## src/rtl/fifo_write_arbiter_if.sv

```systemverilog
`default_nettype none
// +----------------------------------------------------------------------------+
// | Module  : fifo_write_arbiter_if                                            |
// | Brief   : Request/grant/write-strobe bundle between requesters, the FIFO   |
// |           status and fifo_write_arbiter. lock exists only with ARB_LOCK_EN.|
// | Revision: 1.0  initial release                                             |
// +----------------------------------------------------------------------------+
interface fifo_write_arbiter_if #(
  parameter int N = 4
);
  localparam int ID_W = $clog2(N);

  logic [N-1:0]    req;
  logic            fifo_full;
`ifdef ARB_LOCK_EN
  logic            lock;
`endif
  logic [N-1:0]    grant;
  logic [ID_W-1:0] grant_id;
  logic            write;
  logic            busy;

  modport master (
    output req,
    output fifo_full,
`ifdef ARB_LOCK_EN
    output lock,
`endif
    input  grant,
    input  grant_id,
    input  write,
    input  busy
  );

  modport slave (
    input  req,
    input  fifo_full,
`ifdef ARB_LOCK_EN
    input  lock,
`endif
    output grant,
    output grant_id,
    output write,
    output busy
  );
endinterface : fifo_write_arbiter_if
`default_nettype wire

```

## src/rtl/fifo_write_arbiter.sv

```systemverilog
`default_nettype none
// +----------------------------------------------------------------------------+
// | Module  : fifo_write_arbiter                                               |
// | Brief   : Round-robin owner of the single FIFO write port, bursts of up to |
// |           MAX_BURST beats. Optional burst lock under macro ARB_LOCK_EN.    |
// | Revision: 1.0  initial release                                             |
// +----------------------------------------------------------------------------+
module fifo_write_arbiter #(
  parameter int N         = 4,
  parameter int MAX_BURST = 4
) (
  input  wire logic           clk,
  input  wire logic           reset,
  fifo_write_arbiter_if.slave bus
);
  localparam int ID_W    = $clog2(N);
  localparam int BURST_W = $clog2(MAX_BURST + 1);
  localparam int SUM_W   = ID_W + 1;

  localparam logic [BURST_W-1:0] c_last = BURST_W'(MAX_BURST - 1);
  localparam logic [N-1:0]       c_one  = {{(N-1){1'b0}}, 1'b1};

  typedef enum logic [0:0] {
    IDLE = 1'b0,
    OWN  = 1'b1
  } state_t;

  state_t             r_state;
  logic [N-1:0]       r_grant;
  logic [ID_W-1:0]    r_owner;
  logic [ID_W-1:0]    r_ptr;
  logic [BURST_W-1:0] r_burst_cnt;
  logic               r_busy;

  logic [ID_W-1:0]    w_base;
  logic [2*N-1:0]     w_req2;
  logic [N-1:0]       w_rot;
  logic [ID_W-1:0]    w_offset;
  logic [SUM_W-1:0]   w_sum;
  logic [ID_W-1:0]    w_winner;
  logic               w_hit;
  logic               w_owner_req;
  logic               w_write;
  logic               w_lock_hold;
  logic               w_last_beat;
  logic               w_release;

  // On release the search starts after the outgoing owner, so it is the same
  // base the pointer is about to take.
  assign w_base = (r_state == OWN) ? r_owner : r_ptr;

  // Rotating the doubled request vector puts requester (base+1) at bit 0.
  assign w_req2 = {bus.req, bus.req};
  assign w_rot  = N'(w_req2 >> ({1'b0, w_base} + SUM_W'(1)));

  always_comb begin
    w_hit    = |w_rot;
    w_offset = '0;
    for (int i = N - 1; i >= 0; i--) begin
      if (w_rot[i]) begin
        w_offset = ID_W'(i);
      end
    end
    w_sum = SUM_W'(w_base) + SUM_W'(w_offset) + SUM_W'(1);
    if (w_sum >= SUM_W'(N)) begin
      w_sum = w_sum - SUM_W'(N);
    end
    w_winner = w_sum[ID_W-1:0];
  end

  assign w_owner_req = bus.req[r_owner];
  assign w_write     = r_busy & w_owner_req & ~bus.fifo_full;

`ifdef ARB_LOCK_EN
  assign w_lock_hold = bus.lock & w_owner_req;
`else
  assign w_lock_hold = 1'b0;
`endif

  assign w_last_beat = w_write & (r_burst_cnt == c_last) & ~w_lock_hold;
  assign w_release   = ~w_owner_req | w_last_beat;

  always_ff @(posedge clk or negedge reset) begin
    if (!reset) begin
      r_state     <= IDLE;
      r_grant     <= '0;
      r_owner     <= '0;
      r_ptr       <= ID_W'(N - 1);
      r_burst_cnt <= '0;
      r_busy      <= 1'b0;
    end else begin
      case (r_state)
        IDLE: begin
          if (w_hit) begin
            r_state     <= OWN;
            r_grant     <= c_one << w_winner;
            r_owner     <= w_winner;
            r_busy      <= 1'b1;
            r_burst_cnt <= '0;
          end
        end
        OWN: begin
          if (w_release) begin
            r_ptr       <= r_owner;
            r_burst_cnt <= '0;
            if (w_hit) begin
              r_grant <= c_one << w_winner;
              r_owner <= w_winner;
            end else begin
              r_state <= IDLE;
              r_grant <= '0;
              r_owner <= '0;
              r_busy  <= 1'b0;
            end
          end else if (w_write && (r_burst_cnt != c_last)) begin
            // Holding at the last value lets a locked burst run on indefinitely.
            r_burst_cnt <= r_burst_cnt + BURST_W'(1);
          end
        end
        default: begin
          r_state <= IDLE;
        end
      endcase
    end
  end

  assign bus.grant    = r_grant;
  assign bus.grant_id = r_owner;
  assign bus.write    = w_write;
  assign bus.busy     = r_busy;

endmodule : fifo_write_arbiter
`default_nettype wire

```

## src/flat_wrapper.sv

```systemverilog
// flat-port wrapper written by rule: the top's interface ports become plain ports
module fifo_write_arbiter_flat 
#(
  parameter int N         = 4,
  parameter int MAX_BURST = 4
)
  (clk, reset, bus_req, bus_fifo_full, bus_grant, bus_grant_id, bus_write, bus_busy);
  fifo_write_arbiter_if #(.N(N)) bus_i ();
  input  wire logic clk;
  input  wire logic reset;
  input wire logic [$bits(bus_i.req)-1:0] bus_req;
  input wire logic [$bits(bus_i.fifo_full)-1:0] bus_fifo_full;
  output wire logic [$bits(bus_i.grant)-1:0] bus_grant;
  output wire logic [$bits(bus_i.grant_id)-1:0] bus_grant_id;
  output wire logic [$bits(bus_i.write)-1:0] bus_write;
  output wire logic [$bits(bus_i.busy)-1:0] bus_busy;
  assign bus_i.req = bus_req;
  assign bus_i.fifo_full = bus_fifo_full;
  assign bus_grant = bus_i.grant;
  assign bus_grant_id = bus_i.grant_id;
  assign bus_write = bus_i.write;
  assign bus_busy = bus_i.busy;
  fifo_write_arbiter #(.N(N), .MAX_BURST(MAX_BURST)) u_core (.clk(clk), .reset(reset), .bus(bus_i));
endmodule
```

## config.mk

```make
export PLATFORM = sky130hd
export DESIGN_NAME = fifo_write_arbiter_flat
export DESIGN_NICKNAME = d
export VERILOG_FILES = /design/src/rtl/fifo_write_arbiter_if.sv /design/src/rtl/fifo_write_arbiter.sv /design/src/flat_wrapper.sv
export SDC_FILE = /design/constraint.sdc
export NUM_CORES = 1
export LEC_CHECK = 0
export ABC_AREA = 1
export CORE_UTILIZATION = 47
export CTS_CLUSTER_SIZE = 10
export DETAILED_ROUTE_END_ITERATION = 10
export GPL_TIMING_DRIVEN = 0
export PLACE_DENSITY_LB_ADDON = 0.08
export SLEW_MARGIN = 20
export SYNTH_ARGS = -nofsm -noshare
export SYNTH_HDL_FRONTEND = slang
export SYNTH_SLANG_ARGS = --single-unit
```

## constraint.sdc

```tcl
create_clock -name clk -period 2 [get_ports clk]
set_input_delay 0.6 -clock clk [delete_from_list [all_inputs] [get_ports clk]]
set_output_delay 0.6 -clock clk [all_outputs]
set_load 0.01 [all_outputs]
```

# Word-level counts from Yosys, hierarchy flattened
# Cells that the tools add are included.
# W data, S select, Z words.
[word_totals]
rom_bits = 0
latch_bits = 0
mem_count = 0
mem_bits_rw = 0
elab_cells = 61
reg_bits = 13
[classes]
div_mod_pow = 0
add_sub_neg = 5
n_eq_ne = 6
bitwise_logic = 7
mux = 27
n_reduce_logical = 6
shift = 2
magnitude_cmp = 2
mul = 0
[op_table]
columns = ["operator", "n"]
rows = [
  ["$mux W2", 9],
  ["$mux W4", 3],
  ["$mux W3", 3],
  ["$pmux W4 S2", 1],
  ["$shr A8 B3 Y4", 1],
  ["$add A3 B1 Y3 const B", 2],
  ["$mux W1", 6],
  ["$pmux W3 S2", 1],
  ["$reduce_and A2 Y1", 3],
  ["$ne A2 B2 Y1 const B", 2],
  ["$pmux W1 S2", 2],
  ["$pmux W2 S2", 1],
  ["$reduce_or A4 Y1", 1],
  ["$shl A1 B2 Y4 const A", 1],
  ["$add A2 B1 Y3 const B", 1],
  ["$add A2 B2 Y3", 1],
  ["$and A1 B1 Y1", 3],
  ["$eq A3 B2 Y1 const B", 1],
  ["$ge A3 B3 Y1 const B", 1],
  ["$lt A2 B3 Y1 const B", 1],
  ["$ne A3 B2 Y1 const B", 1],
  ["$ne A3 B3 Y1 const B", 1],
  ["$not A1 Y1", 3],
  ["$reduce_and A3 Y1", 1],
  ["5 further kinds", 5],
]

# Logic depth before layout (Yosys ltp)
# Gate-level depths: netlist of run 1.
[depth]
word_depth = 15
mapped_depth = 16
mapped_depth_nobuf = 15

# Worst setup path after synthesis of run 1
# OpenSTA, ideal clock, no wires.
[synth_path]
kind = "register to register"
start = "reg u_core.r_ptr[0]"
end = "reg u_core.r_grant[0] (netlist: u_core.bus.grant[0])"
synth_period_minus_slack_ns = 1.906
t_required_ns = 1.883
arrival_time_ns = 1.789
setup_time_ns = 0.117
path_stages_with_launch = 15
path_buffers = 0
slack_ns = 0.094
path_cell_list = "dfstp_2 -> inv_1 -> nand2_4 -> nand3_1 -> nand3_1 -> nand2_2 -> nor2_1 -> o21bai_1 -> ha_1 -> xor2_1 -> inv_1 -> nand2_1 -> nand2_1 -> nand2_1 -> nand2_1"
[synth_via]
elab_chain_cells = 15
[synth_lines]
columns = ["item", "line", "text"]
rows = [
  ["start: declaration", "fifo_write_arbiter.sv:31", "logic [ID_W-1:0] r_ptr;"],
  ["start signal: assignment", "fifo_write_arbiter.sv:88", "r_ptr <= ID_W'(N - 1);"],
  ["start signal: assignment", "fifo_write_arbiter.sv:104", "r_ptr <= r_owner;"],
  ["$mux W2 *", "fifo_write_arbiter.sv:50", "assign w_base = (r_state == OWN) ? r_owner : r_ptr;"],
  ["$add A2 B1 Y3", "fifo_write_arbiter.sv:54", "assign w_rot = N'(w_req2 >> ({1'b0, w_base} + SUM_W'(1)));"],
  ["$shr A8 B3 Y4", "fifo_write_arbiter.sv:54", ""],
  ["$mux W2 (4 in series)", "fifo_write_arbiter.sv:60", "if (w_rot[i]) begin"],
  ["$add A2 B2 Y3", "fifo_write_arbiter.sv:64", "w_sum = SUM_W'(w_base) + SUM_W'(w_offset) + SUM_W'(1);"],
  ["$add A3 B1 Y3", "fifo_write_arbiter.sv:64", ""],
  ["$ge A3 B3 Y1 or $sub A2 B1 Y2 (tied branches)", "fifo_write_arbiter.sv:65, fifo_write_arbiter.sv:66", ""],
  ["$mux W2", "fifo_write_arbiter.sv:65", "if (w_sum >= SUM_W'(N)) begin"],
  ["$shl A1 B2 Y4", "fifo_write_arbiter.sv:96, fifo_write_arbiter.sv:107", ""],
  ["$mux W4", "fifo_write_arbiter.sv:106", "if (w_hit) begin"],
  ["$mux W4", "fifo_write_arbiter.sv:103", "if (w_release) begin"],
  ["$pmux W4 S2", "fifo_write_arbiter.sv:92", "case (r_state)"],
  ["end signal: assignment", "fifo_write_arbiter.sv:96", "r_grant <= c_one << w_winner;"],
  ["end signal: assignment", "fifo_write_arbiter.sv:107", "r_grant <= c_one << w_winner;"],
  ["end: declaration", "fifo_write_arbiter.sv:29", "logic [N-1:0] r_grant;"],
]
# Mark *: on every way between the ends. The rest lies on a longest branch, timed or not. The select of a mux whose other input is x is not followed.
# A chain may end at the register's enable or synchronous reset.

# Worst setup path in the final report of run 1
[layout_path]
start = "reg u_core.r_state"
end = "reg u_core.r_grant[0] (netlist: u_core.bus.grant[0])"
[layout_via]
elab_chain_cells = 15
[layout_lines]
columns = ["item", "line", "text"]
rows = [
  ["start: declaration", "fifo_write_arbiter.sv:28", "state_t r_state;"],
  ["start signal: assignment", "fifo_write_arbiter.sv:85", "r_state <= IDLE;"],
  ["start signal: assignment", "fifo_write_arbiter.sv:95", "r_state <= OWN;"],
  ["start signal: assignment", "fifo_write_arbiter.sv:110", "r_state <= IDLE;"],
  ["$mux W2", "fifo_write_arbiter.sv:50", ""],
  ["$add A2 B1 Y3", "fifo_write_arbiter.sv:54", ""],
  ["$shr A8 B3 Y4", "fifo_write_arbiter.sv:54", ""],
  ["$mux W2 (4 in series)", "fifo_write_arbiter.sv:60", ""],
  ["$add A2 B2 Y3", "fifo_write_arbiter.sv:64", ""],
  ["$add A3 B1 Y3", "fifo_write_arbiter.sv:64", ""],
  ["$ge A3 B3 Y1 or $sub A2 B1 Y2 (tied branches)", "fifo_write_arbiter.sv:65, fifo_write_arbiter.sv:66", ""],
  ["$mux W2", "fifo_write_arbiter.sv:65", ""],
  ["$shl A1 B2 Y4", "fifo_write_arbiter.sv:96, fifo_write_arbiter.sv:107", ""],
  ["$mux W4", "fifo_write_arbiter.sv:106", ""],
  ["$mux W4", "fifo_write_arbiter.sv:103", ""],
  ["$pmux W4 S2", "fifo_write_arbiter.sv:92", ""],
]
# Several ways; a longest one is shown, not always the timed one. The select of a mux whose other input is x is not followed.

==> results of run 1 <==
[metal layers]
layer  track usage, %  up-vias  share of wire, %
met5                0        -                 0
met4             5.00        0              0.69
met3             3.40        3               3.4
met2             36.8       23                50
met1             28.5      467                46
li1                 -      490                 -
[layout make-up]
class / instances / area (um^2) / share of cell area [%]
buffer: 2 / 26.3 / 1.90
clock buffer: 4 / 26.3 / 1.90
inverter: 16 / 70.1 / 5.05
multi-input combinational: 104 / 689 / 49.7
sequential: 13 / 330 / 23.8
tap: 27 / 33.8 / 2.44
timing repair buffer: 24 / 210 / 15.2
[cells in the mapped netlist]
cell	number
sky130_fd_sc_hd__a21oi_2	1
sky130_fd_sc_hd__buf_6	2
sky130_fd_sc_hd__dfrtp_1	11
sky130_fd_sc_hd__dfstp_2	2
sky130_fd_sc_hd__ha_1	3
sky130_fd_sc_hd__inv_1	14
sky130_fd_sc_hd__inv_2	1
sky130_fd_sc_hd__inv_6	1
sky130_fd_sc_hd__nand2_1	40
sky130_fd_sc_hd__nand2_2	5
sky130_fd_sc_hd__nand2_4	5
sky130_fd_sc_hd__nand3_1	26
sky130_fd_sc_hd__nand3_2	5
sky130_fd_sc_hd__nor2_1	5
sky130_fd_sc_hd__nor2_2	1
sky130_fd_sc_hd__nor2_4	2
sky130_fd_sc_hd__o21ai_0	3
sky130_fd_sc_hd__o21ai_1	3
sky130_fd_sc_hd__o21ai_2	2
sky130_fd_sc_hd__o21bai_1	1
sky130_fd_sc_hd__or2_2	1
sky130_fd_sc_hd__xor2_1	1
[worst reg2reg max path: stages, from the launching register on]
cell	delay [ns]
sky130_fd_sc_hd__dfrtp_1	0.39
sky130_fd_sc_hd__buf_8	0.16
sky130_fd_sc_hd__nand2_1	0.11
sky130_fd_sc_hd__o21ai_4	0.08
sky130_fd_sc_hd__buf_4	0.14
sky130_fd_sc_hd__nand3_1	0.11
sky130_fd_sc_hd__nand2_2	0.09
sky130_fd_sc_hd__o21bai_1	0.15
sky130_fd_sc_hd__ha_2	0.21
sky130_fd_sc_hd__xor2_2	0.17
sky130_fd_sc_hd__inv_1	0.06
sky130_fd_sc_hd__nand2_1	0.07
sky130_fd_sc_hd__nand2_2	0.10
sky130_fd_sc_hd__nand2_1	0.08
sky130_fd_sc_hd__nand2_1	0.05
[sequential cells by signal, summed over array words and instances, names as in the netlist]
| register | flops |
|---|---|
| u_core.bus.grant_id | 2 |
| u_core.bus.grant | 4 |
| u_core.bus.busy | 1 |
| u_core.r_ptr | 2 |
| u_core.r_burst_cnt | 3 |
| u_core.r_state | 1 |
[final timing paths]
path	cells after the start	endpoint
max in group asynchronous	1	u_core.bus.grant_id[1]$_DFFE_PN0P_
max reg2reg	14	u_core.bus.grant[0]$_DFFE_PN0P_
max	14	u_core.bus.grant[0]$_DFFE_PN0P_
min	2	u_core.r_burst_cnt[1]$_DFFE_PN0P_
min reg2reg	2	u_core.r_burst_cnt[1]$_DFFE_PN0P_
min in group asynchronous	1	u_core.r_burst_cnt[1]$_DFFE_PN0P_
[placed cells by master (no fill, tap or decap), types with 3 or more instances in the layout]
master | Yosys | layout
sky130_fd_sc_hd__nand2_1 | 40 | 34
sky130_fd_sc_hd__nand3_1 | 26 | 20
sky130_fd_sc_hd__inv_1 | 14 | 12
sky130_fd_sc_hd__nand2_2 | 5 | 10
sky130_fd_sc_hd__buf_4 | 0 | 10
sky130_fd_sc_hd__nand3_2 | 5 | 9
sky130_fd_sc_hd__dfrtp_1 | 11 | 9
sky130_fd_sc_hd__clkdlybuf4s50_1 | 0 | 8
sky130_fd_sc_hd__nand2_4 | 5 | 6
sky130_fd_sc_hd__dlygate4sd2_1 | 0 | 5
sky130_fd_sc_hd__nor2_1 | 5 | 4
sky130_fd_sc_hd__nor2_4 | 2 | 3
sky130_fd_sc_hd__clkbuf_4 | 0 | 3
[power groups by stage]
| stage | combinational, mW | sequential, mW | clock [mW] |
|---|---|---|---|
| floorplan | 1.13 | 0.507 | 0 |
| global placement | 1.48 | 0.489 | 0 |
| detailed placement | 1.51 | 0.495 | 0 |
| CTS | 1.65 | 0.497 | 0.169 |
| global route | 2.16 | 0.526 | 0.183 |
| finish | 1.94 | 0.514 | 0.172 |
[what timing repair did]
action / CTS / global route
buffers inserted: 4 / 6
hold endpoints to repair: 0 / 0
pin swaps: 5 / 12
gates resized for setup: 23 / 19
endpoints found under the setup margin: 6 / 13
[per-stage QoR]
stage,area (um^2),hold slack (ns),utilization (%),power [mW],instances
global route,1390,0.545,69.9,2.87,190
finish,1390,0.520,69.9,2.62,190
floorplan,997,0.304,-,1.63,135
CTS,1270,0.520,64.2,2.32,184
detailed placement,1170,0.498,59.1,2.00,176
global placement,1170,0.494,59.1,1.97,176
[cells by family (layout without fill, tap and decap cells)]
| logic type | after synthesis | in the layout | synth area share (%) |
|---|---|---|---|
| adder cells (fa/ha/maj) | 3 | 3 | 3.76 |
| flip-flops | 13 | 13 | 32.9 |
| AND/OR/NAND/NOR | 90 | 90 | 47.3 |
| AO/OA/AOI/OAI | 10 | 10 | 6.40 |
| buffers and inverters | 18 | 46 | 8.78 |
| XOR/XNOR | 1 | 1 | 0.878 |
==> flow_results.org, run 1 <==
** Clock tree
- Clock input transition at the sequential cells of the worst setup and hold paths :: 0.09 ns
- Clock tree from TritonCTS :: yes
- Max Root-Sink Buffers :: 2
- For this design, the sink count on the clock tree is 13.
- CTS built an H-tree with a depth of 1.
- Clock latency on the worst-skew pair :: 0.28 ns
- The number of hold buffers added after CTS was 0.
- Number of clock buffers inserted by TritonCTS :: 3
- Clock root cell :: sky130_fd_sc_hd__clkbuf_4

** STA
- Measured slew at the worst slew-check pin :: 0.588 ns
- The smallest clock period supported by the final layout is computed as about 2.1 ns.
- In the post-route analysis, the smallest setup slack over all paths is -0.0742 ns.
- On the final layout, the worst clock skew is 0.00534 ns.
- Setup repair after global routing could not meet its margin everywhere.
- Setup violations remaining at the end of the flow were counted as 5.
- Maximum operating frequency :: between 400 and 500 MHz
- Period Utilization, post-route :: 104%
- The count of pins over their slew limit is 0.
- For the final routed database, the setup TNS stands at -0.307 ns.
- Final-report hold violation count :: 0
- Slew headroom :: 60.7%

** Synth
- During synthesis, Yosys emitted a total of 0 warnings.
- Net count after synthesis :: 145
- The mapped netlist covers 997 um^2.
- Share of Yosys cell area claimed by the top area cell type :: 27.6%
- Synthesis instantiated 22 different standard cells from the library.
- Area contributors post-synth :: sky130_fd_sc_hd__dfrtp_1 (28%), sky130_fd_sc_hd__nand2_1 (15%), sky130_fd_sc_hd__nand3_1 (13%), sky130_fd_sc_hd__nand2_4 (5.6%), sky130_fd_sc_hd__dfstp_2 (5.3%)
- After synthesis, the mean cell area works out to 7.39 um^2.
- The synthesized design spends more area on one cell type than any other, namely sky130_fd_sc_hd__dfrtp_1.
- Synthesis-stage register bit count :: 13
- Number of cells produced by synthesis :: 135
- For this run, the register share of the synthesized area comes to between 30% and 40%.

** Global route
- Global routing used roughly 22% of the available tracks.
- Largest net degree at the start of global routing :: 14
- Vias in the first global route :: 797
- The first global-routing pass estimated 3460 um of wire.
- Global routing finished with a remaining overflow of 0.
- Antenna violations before repair :: 0

** Run
- Max Cap Violations :: 0

** Critical path
- Library cell contributing the largest single delay on the critical path :: sky130_fd_sc_hd__dfrtp_1
- CP max FO :: 8
- Critical path required time :: 2.18 ns
- Traced cell by cell, the critical path runs through buf_8 -> nand2_1 -> o21ai_4 -> buf_4 -> nand3_1 -> nand2_2 -> o21bai_1 -> ha_2 -> xor2_2 -> inv_1 -> nand2_1 -> nand2_2 -> nand2_1 -> nand2_1.
- The worst setup path is captured at a flip-flop.
- Critical Path AT :: approximately 2.3 ns
- The worst register-to-register path has a setup slack of -0.07 ns.
- The startpoint identified for the worst register-to-register timing path is u_core.r_state$_DFF_PN0_.
- Critical Setup Path Class :: flip-flop to flip-flop
- Start point of the critical path :: u_core.r_state$_DFF_PN0_
- STA classifies the critical path startpoint as a flip-flop.
- In this design, the stage delay of the slowest critical-path cell is 0.39 ns.
- Gate family responsible for the most delay along the worst path :: simple AND/OR/NAND/NOR gates
- By instance count, the cell type seen most on the critical path is sky130_fd_sc_hd__nand2_1.
- Number of buffers and inverters on the critical path :: 3

** Final layout
- In the final layout, the share of cells above drive strength 1 is 38.7%.
- The number of antenna diodes in the final layout is 0.
- P&R area growth vs syn :: 39.0%
- Number of nets in the layout :: 174
- Fill cell instance count of the final layout :: 170

** Pwr
- Internal Dissipation :: 1.30 mW
- Combinational logic burns between 70% and 80% of the power.
- For this design the ratio of total power to cell area is 1890 mW/mm^2.
- Sw Ratio :: around half
- Sequential power share :: 19.6%
- Across the VDD grid, the largest voltage drop is 1.06 mV.
- Summed over all nets, the switching power comes to approximately 1.3 mW.
- Share of power burned in the clock network :: 6.5%
- In this run the static leakage power is 0.722 nW.

** Die
- Core Rows :: 16
- Number of ports placed on the die boundary :: 15
- Die height :: 48.1 um
- Width of the chip :: 48.1 um
- Once the floorplan was initialized, standard cells occupied 50.3% of the core.
- Area of the placeable core :: around 0.0020 mm^2
- The die covers 0.00231 mm^2.

** Placed design
- Detailed placement ended at an HPWL of roughly 1600 um.
- Number of buffers added on ports :: 14
- Prior to clock tree synthesis, the placed netlist has a worst setup slack of -0.606 ns.
- At the end of routability-driven placement, the weighted congestion stood at 0.733.

** Run status
- Status :: finished, violations left
- The checks that failed: negative setup slack.

** Route
- DR vias/cell :: about 5.2
- For this run, design rule violations remaining after detail routing come to 0.
- After detailed routing, the average wire length per cell comes to 13.0 um.
- The pre-antenna-repair detailed-routing pass consisted of 4 iterations.
- 1st-iter DRT viols :: 24
- After detailed routing, the total wire length is roughly 2500 um.
- The detail route stage leaves a number of antenna-violating nets equal to 0.
- Routed via count :: around 980

** Hold path
- The startpoint identified for the worst hold timing path is u_core.r_burst_cnt[1]$_DFFE_PN0P_.
- Worst min path class :: flip-flop to flip-flop
No activity file was read; power rests on OpenSTA's default activity.
==> inputs of run 2 (changes only) <==
--- a/config.mk
+++ b/config.mk
@@ -5,8 +5,8 @@
 export SDC_FILE = /design/constraint.sdc
 export NUM_CORES = 1
 export LEC_CHECK = 0
-export ABC_AREA = 1
-export CORE_UTILIZATION = 47
+export ABC_AREA = 0
+export CORE_UTILIZATION = 45
 export CTS_CLUSTER_SIZE = 10
 export DETAILED_ROUTE_END_ITERATION = 10
 export GPL_TIMING_DRIVEN = 0
==> run 2 against run 1 <==
Effect of this change:
- the run still ends with negative setup slack left
- count of clock-buffer cells in the layout did not move
- hold slack got worse by 0.033 ns
- total power fell by 44%
- sequential share of layout area rose by 6.8 points
- critical endpoint is now u_core.bus.grant[3]$_DFFE_PN0P_
==> flow_results.org, run 2 <==
** Critical path
- The maximum fanout encountered on the critical timing path came to 5 (was 8).
- The category of the worst setup path capture point is a flip-flop (unchanged).
- The type of the worst setup path is flip-flop to flip-flop (unchanged).
- Critical Path AT :: 2.56 ns (was 2.25 ns)
- The startpoint type of the worst setup path is a flip-flop (unchanged).
- Critical path required time :: 2.17 ns (was 2.18 ns)

** Final layout
- The sequential standard cell area was 329 um^2 (was 330 um^2).
- Flip-flop count of the largest register after layout :: 4 (unchanged)
- The share of post-route cells with drive strength above 1 came to 30.2% (was 38.7%).
- The utilization after layout is 62.3% (was 69.9%).
- The synthesis-to-finish area growth was 30.3% (was 39.0%).
- Number of nets in the layout :: 117 (was 174)
- The total of fill cells in the finished design was 155 (was 170).
- The most common library cell in the layout ignoring fill and taps is sky130_fd_sc_hd__nand2_1 (unchanged).
- Area of the multi-input gates :: 483 um^2 (was 689 um^2)
- Number of antenna cells inserted :: 0 (unchanged)
- Post-Layout Cell Count :: 131 (was 190)
- Commonest non-fill, non-tap cells in the layout :: sky130_fd_sc_hd__nand2_1 (13), sky130_fd_sc_hd__dfrtp_1 (10), sky130_fd_sc_hd__clkdlybuf4s50_1 (9) (was sky130_fd_sc_hd__nand2_1 (34), sky130_fd_sc_hd__nand3_1 (20), sky130_fd_sc_hd__inv_1 (12))

** STA
- The final hold violation count was 0 (unchanged).
- The transition at the pin with the smallest max-transition slack was 0.731 ns (was 0.588 ns).
- Final worst slack :: -0.394 ns (was -0.0742 ns)
- Number of pins with negative max-slew slack in the final report :: 0 (unchanged)
- Worst hold margin :: 0.487 ns (was 0.520 ns)
- The post-layout minimum cycle time was 2.39 ns (was 2.07 ns).
- The clock skew is 0.00355 ns (was 0.00534 ns).
- The final setup violation count was 6 (was 5).
- Maximum operating frequency :: 418 MHz (was 482 MHz)
- Period Utilization, post-route :: 120% (was 104%)
- Accumulated negative setup slack :: -1.91 ns (was -0.307 ns)
- Slew headroom :: 50.8% (was 60.7%)
- Setup repair after global routing missed its margin :: true (unchanged)

** Route
- WL per Instance :: 12.6 um (was 13.0 um)
- Post-Route WL :: 1650 um (was 2470 um)
- DRC violations left :: 0 (unchanged)
- The detailed-route via count is 701 (was 983).
- The iteration count of the initial detailed-routing pass is 4 (unchanged).
- Count of nets left with antenna violations after detail routing :: 0 (unchanged)
- The first-iteration detailed-routing DRC count is 20 (was 24).
- DR vias/cell :: 5.35 (was 5.17)

** Die
- Total Die Area :: 0.00201 mm^2 (was 0.00231 mm^2)
- Width of the chip :: 44.8 um (was 48.1 um)
- The core box area was 0.00173 mm^2 (was 0.00198 mm^2).
- Die height :: 44.8 um (was 48.1 um)
- Core Rows :: 15 (was 16)
- Number of ports placed on the die boundary :: 15 (unchanged)
- Starting utilization of the core area :: 47.8% (was 50.3%)

** Synth
- Cell accounting for the most synthesized area :: sky130_fd_sc_hd__dfrtp_1 (unchanged)
- Ys async rst share :: 100% (unchanged)
- Area contributors post-synth: sky130_fd_sc_hd__dfrtp_1 (33%), sky130_fd_sc_hd__dfstp_2 (6.4%), sky130_fd_sc_hd__nand2_1 (6.4%), sky130_fd_sc_hd__o21ai_0 (5.5%), sky130_fd_sc_hd__ha_1 (4.5%) (was sky130_fd_sc_hd__dfrtp_1 (28%), sky130_fd_sc_hd__nand2_1 (15%), sky130_fd_sc_hd__nand3_1 (13%), sky130_fd_sc_hd__nand2_4 (5.6%), sky130_fd_sc_hd__dfstp_2 (5.3%)).
- The share of the synthesized area in the top cell type was 33.3% (was 27.6%).
- Most used DFF post-synth :: sky130_fd_sc_hd__dfrtp_1 (unchanged)
- Number of flops mapped to enable cells by yosys :: 0 (unchanged)
- Fraction of synthesized area in multiplexers :: 11.8% (was 0%)
- Number of cells produced by synthesis :: 85 (was 135)
- The area fraction in compound gates after synthesis came to 18.5% (was 6.40%).
- The post-synthesis adder-cell area fraction was 5.76% (was 3.76%).
- The yosys synthesis warning count came to 0 (unchanged).
- Commonest cells in the synthesized netlist :: sky130_fd_sc_hd__nand2_1 (14), sky130_fd_sc_hd__dfrtp_1 (11), sky130_fd_sc_hd__o21ai_0 (9) (was sky130_fd_sc_hd__nand2_1 (40), sky130_fd_sc_hd__nand3_1 (26), sky130_fd_sc_hd__inv_1 (14), sky130_fd_sc_hd__dfrtp_1 (11))
- The main combinational cell family by area after synthesis is compound AO/OA/AOI/OAI gates (was simple AND/OR/NAND/NOR gates).
- Library cell with the highest instance count after synthesis :: sky130_fd_sc_hd__nand2_1 (unchanged)
- The sequential share of the synthesized area is 39.7% (was 32.9%).
- Synthesis-stage register bit count :: 13 (unchanged)
- The parity-gate share of the synthesized area counting xor and xnor cells is 2.12% (was 0.878%).
- The synthesized-area fraction occupied by and/or/nand/nor cells is 17.6% (was 47.3%).
- The number of library cell types mapped by synthesis is 32 (was 22).
- Net count after synthesis :: 95 (was 145)
- The mean post-synth cell area was 9.72 um^2 (was 7.39 um^2).
- The combined area of all synthesized cells was 826 um^2 (was 997 um^2).

** Run status
- Failing checks: negative setup slack (unchanged).
- Status: finished, violations left (unchanged).

** Clock tree
- Clock Sink Count :: 13 (unchanged)
- The clock insertion delay at the later pin of the skew report was 0.28 ns (about the same).
- The TritonCTS clock tree was yes (unchanged).
- Number of clock buffers inserted by TritonCTS :: 3 (unchanged)
- Clock input transition at the sequential cells of the worst setup and hold paths :: 0.08 ns (was 0.09 ns)
- The maximum level of the CTS H-tree came to 1 (unchanged).
- Clock root cell :: sky130_fd_sc_hd__clkbuf_4 (unchanged)
- The maximum buffer depth of the clock tree was 2 (unchanged).

** Placed design
- Number of cells after detailed placement :: 122 (was 176)
- Final Wtd Congestion :: 0.777 (was 0.733)
- The number of input and output port buffers inserted was 12 (was 14).
- The post-detailed-placement half-perimeter wirelength came to 1190 um (was 1550 um).

** Pwr
- Standby leakage power :: 0.459 nW (was 0.722 nW)
- The total design power was 1.48 mW (was 2.62 mW).
- Max IR drop VDD :: 0.814 mV (was 1.06 mV)
- Ratio of total power to cell area :: 1380 mW/mm^2 (was 1890 mW/mm^2)

** Run
- The number of max-cap violations came to 0 (unchanged).

** Hold path
- Worst min path class :: flip-flop to flip-flop (unchanged)

** Global route
- The pin count of the biggest net entering global routing was 14 (unchanged).
- The total global routing track utilization came to 20.0% (was 21.5%).
- The initial antenna violation count is 0 (unchanged).
- The via count of the first global-routing pass is 634 (was 797).
- The sum of overflow across all layers after global routing came to 0 (unchanged).
- Wire length of the first global-routing pass :: 2880 um (was 3460 um)
## run 2: cell types whose count changed after synthesis, moves of 3 or more
| cell | delta |
|---|---|
| sky130_fd_sc_hd__a21oi_1 | +4 |
| sky130_fd_sc_hd__inv_1 | -10 |
| sky130_fd_sc_hd__nand2_1 | -26 |
| sky130_fd_sc_hd__nand2_2 | -5 |
| sky130_fd_sc_hd__nand2_4 | -5 |
| sky130_fd_sc_hd__nand3_1 | -25 |
| sky130_fd_sc_hd__nand3_2 | -5 |
| sky130_fd_sc_hd__nor2b_1 | +3 |
| sky130_fd_sc_hd__o21ai_0 | +6 |
| sky130_fd_sc_hd__o21ai_1 | -3 |
## run 2: logic make-up after synthesis
| group | after synthesis |
|---|---|
| multiplexers | 6 |
| XOR/XNOR | 2 |
| flip-flops | 13 |
| AO/OA/AOI/OAI | 22 |
| AND/OR/NAND/NOR | 30 |
| adder cells (fa/ha/maj) | 4 |
| buffers and inverters | 8 |
## run 2: critical path, cell delays in order, from the launching register on
cell                       delay (ns)
sky130_fd_sc_hd__dfrtp_1         0.38
sky130_fd_sc_hd__buf_6           0.13
sky130_fd_sc_hd__mux2_4          0.32
sky130_fd_sc_hd__nor2_1          0.09
sky130_fd_sc_hd__nand2_1         0.07
sky130_fd_sc_hd__o21ai_2         0.07
sky130_fd_sc_hd__o21ai_2         0.08
sky130_fd_sc_hd__ha_2            0.21
sky130_fd_sc_hd__buf_4           0.13
sky130_fd_sc_hd__buf_4           0.12
sky130_fd_sc_hd__xnor2_1         0.15
sky130_fd_sc_hd__a211o_1         0.13
sky130_fd_sc_hd__o211ai_2        0.14
sky130_fd_sc_hd__a32o_1          0.28
## run 2: cell type report
| cell class | count | share of cell area (%) |
|---|---|---|
| timing repair buffer | 17 | 13.8 |
| buffer | 3 | 3.60 |
| tap | 25 | 2.91 |
| inverter | 5 | 1.74 |
| sequential | 13 | 30.6 |
| multi-input combinational | 64 | 44.9 |
| clock buffer | 4 | 2.44 |
## run 2: stage by stage
| step | worst slack (ns) | area [um^2] |
|---|---|---|
| detailed placement | -0.934 | 1000 |
| global route | -0.480 | 1080 |
| finish | -0.394 | 1080 |
| CTS | -0.338 | 1060 |
| global placement | -0.924 | 1000 |
| floorplan | -0.219 | 851 |
## run 2: where the power goes
group | total, mW | leakage, nW | switching, mW | internal (mW)
Clock | 0.161 | 0.0150 | 0.0835 | 0.0774
Sequential | 0.451 | 0.159 | 0.0811 | 0.370
Combinational | 0.870 | 0.285 | 0.404 | 0.466
## run 2: path summary, 6_finish.rpt
kind,depth (start not counted),endpoint,slack (ns),start
setup / recovery,13,u_core.bus.grant[3]$_DFFE_PN0P_,-0.39,u_core.r_state$_DFF_PN0_
hold / removal,2,u_core.r_burst_cnt[2]$_DFFE_PN0P_,0.49,u_core.r_burst_cnt[2]$_DFFE_PN0P_
hold reg to reg,2,u_core.r_burst_cnt[2]$_DFFE_PN0P_,0.49,u_core.r_burst_cnt[2]$_DFFE_PN0P_
min in group asynchronous,1,u_core.bus.busy$_DFFE_PN0P_,0.68,reset
setup reg to reg,13,u_core.bus.grant[3]$_DFFE_PN0P_,-0.39,u_core.r_state$_DFF_PN0_
max in group asynchronous,1,u_core.bus.grant_id[0]$_DFFE_PN0P_,0.92,reset
## run 2: per-layer routing
layer	track usage (%)	vias to the layer above	wire (um)	part of all wire (%)
li1	-	348	-	-
met1	28.1	336	849	52
met2	29.4	17	719	44
met3	7.20	0	76	4.6
met4	5.45	0	0	0
met5	0	-	0	0
## run 2: what timing repair did
item,4_1_cts,5_1_grt
setup buffers,4,1
pin swaps,8,7
endpoints found under the hold margin,0,0
resized for setup,16,4
setup endpoints to repair,9,7
hold buffers,0,0
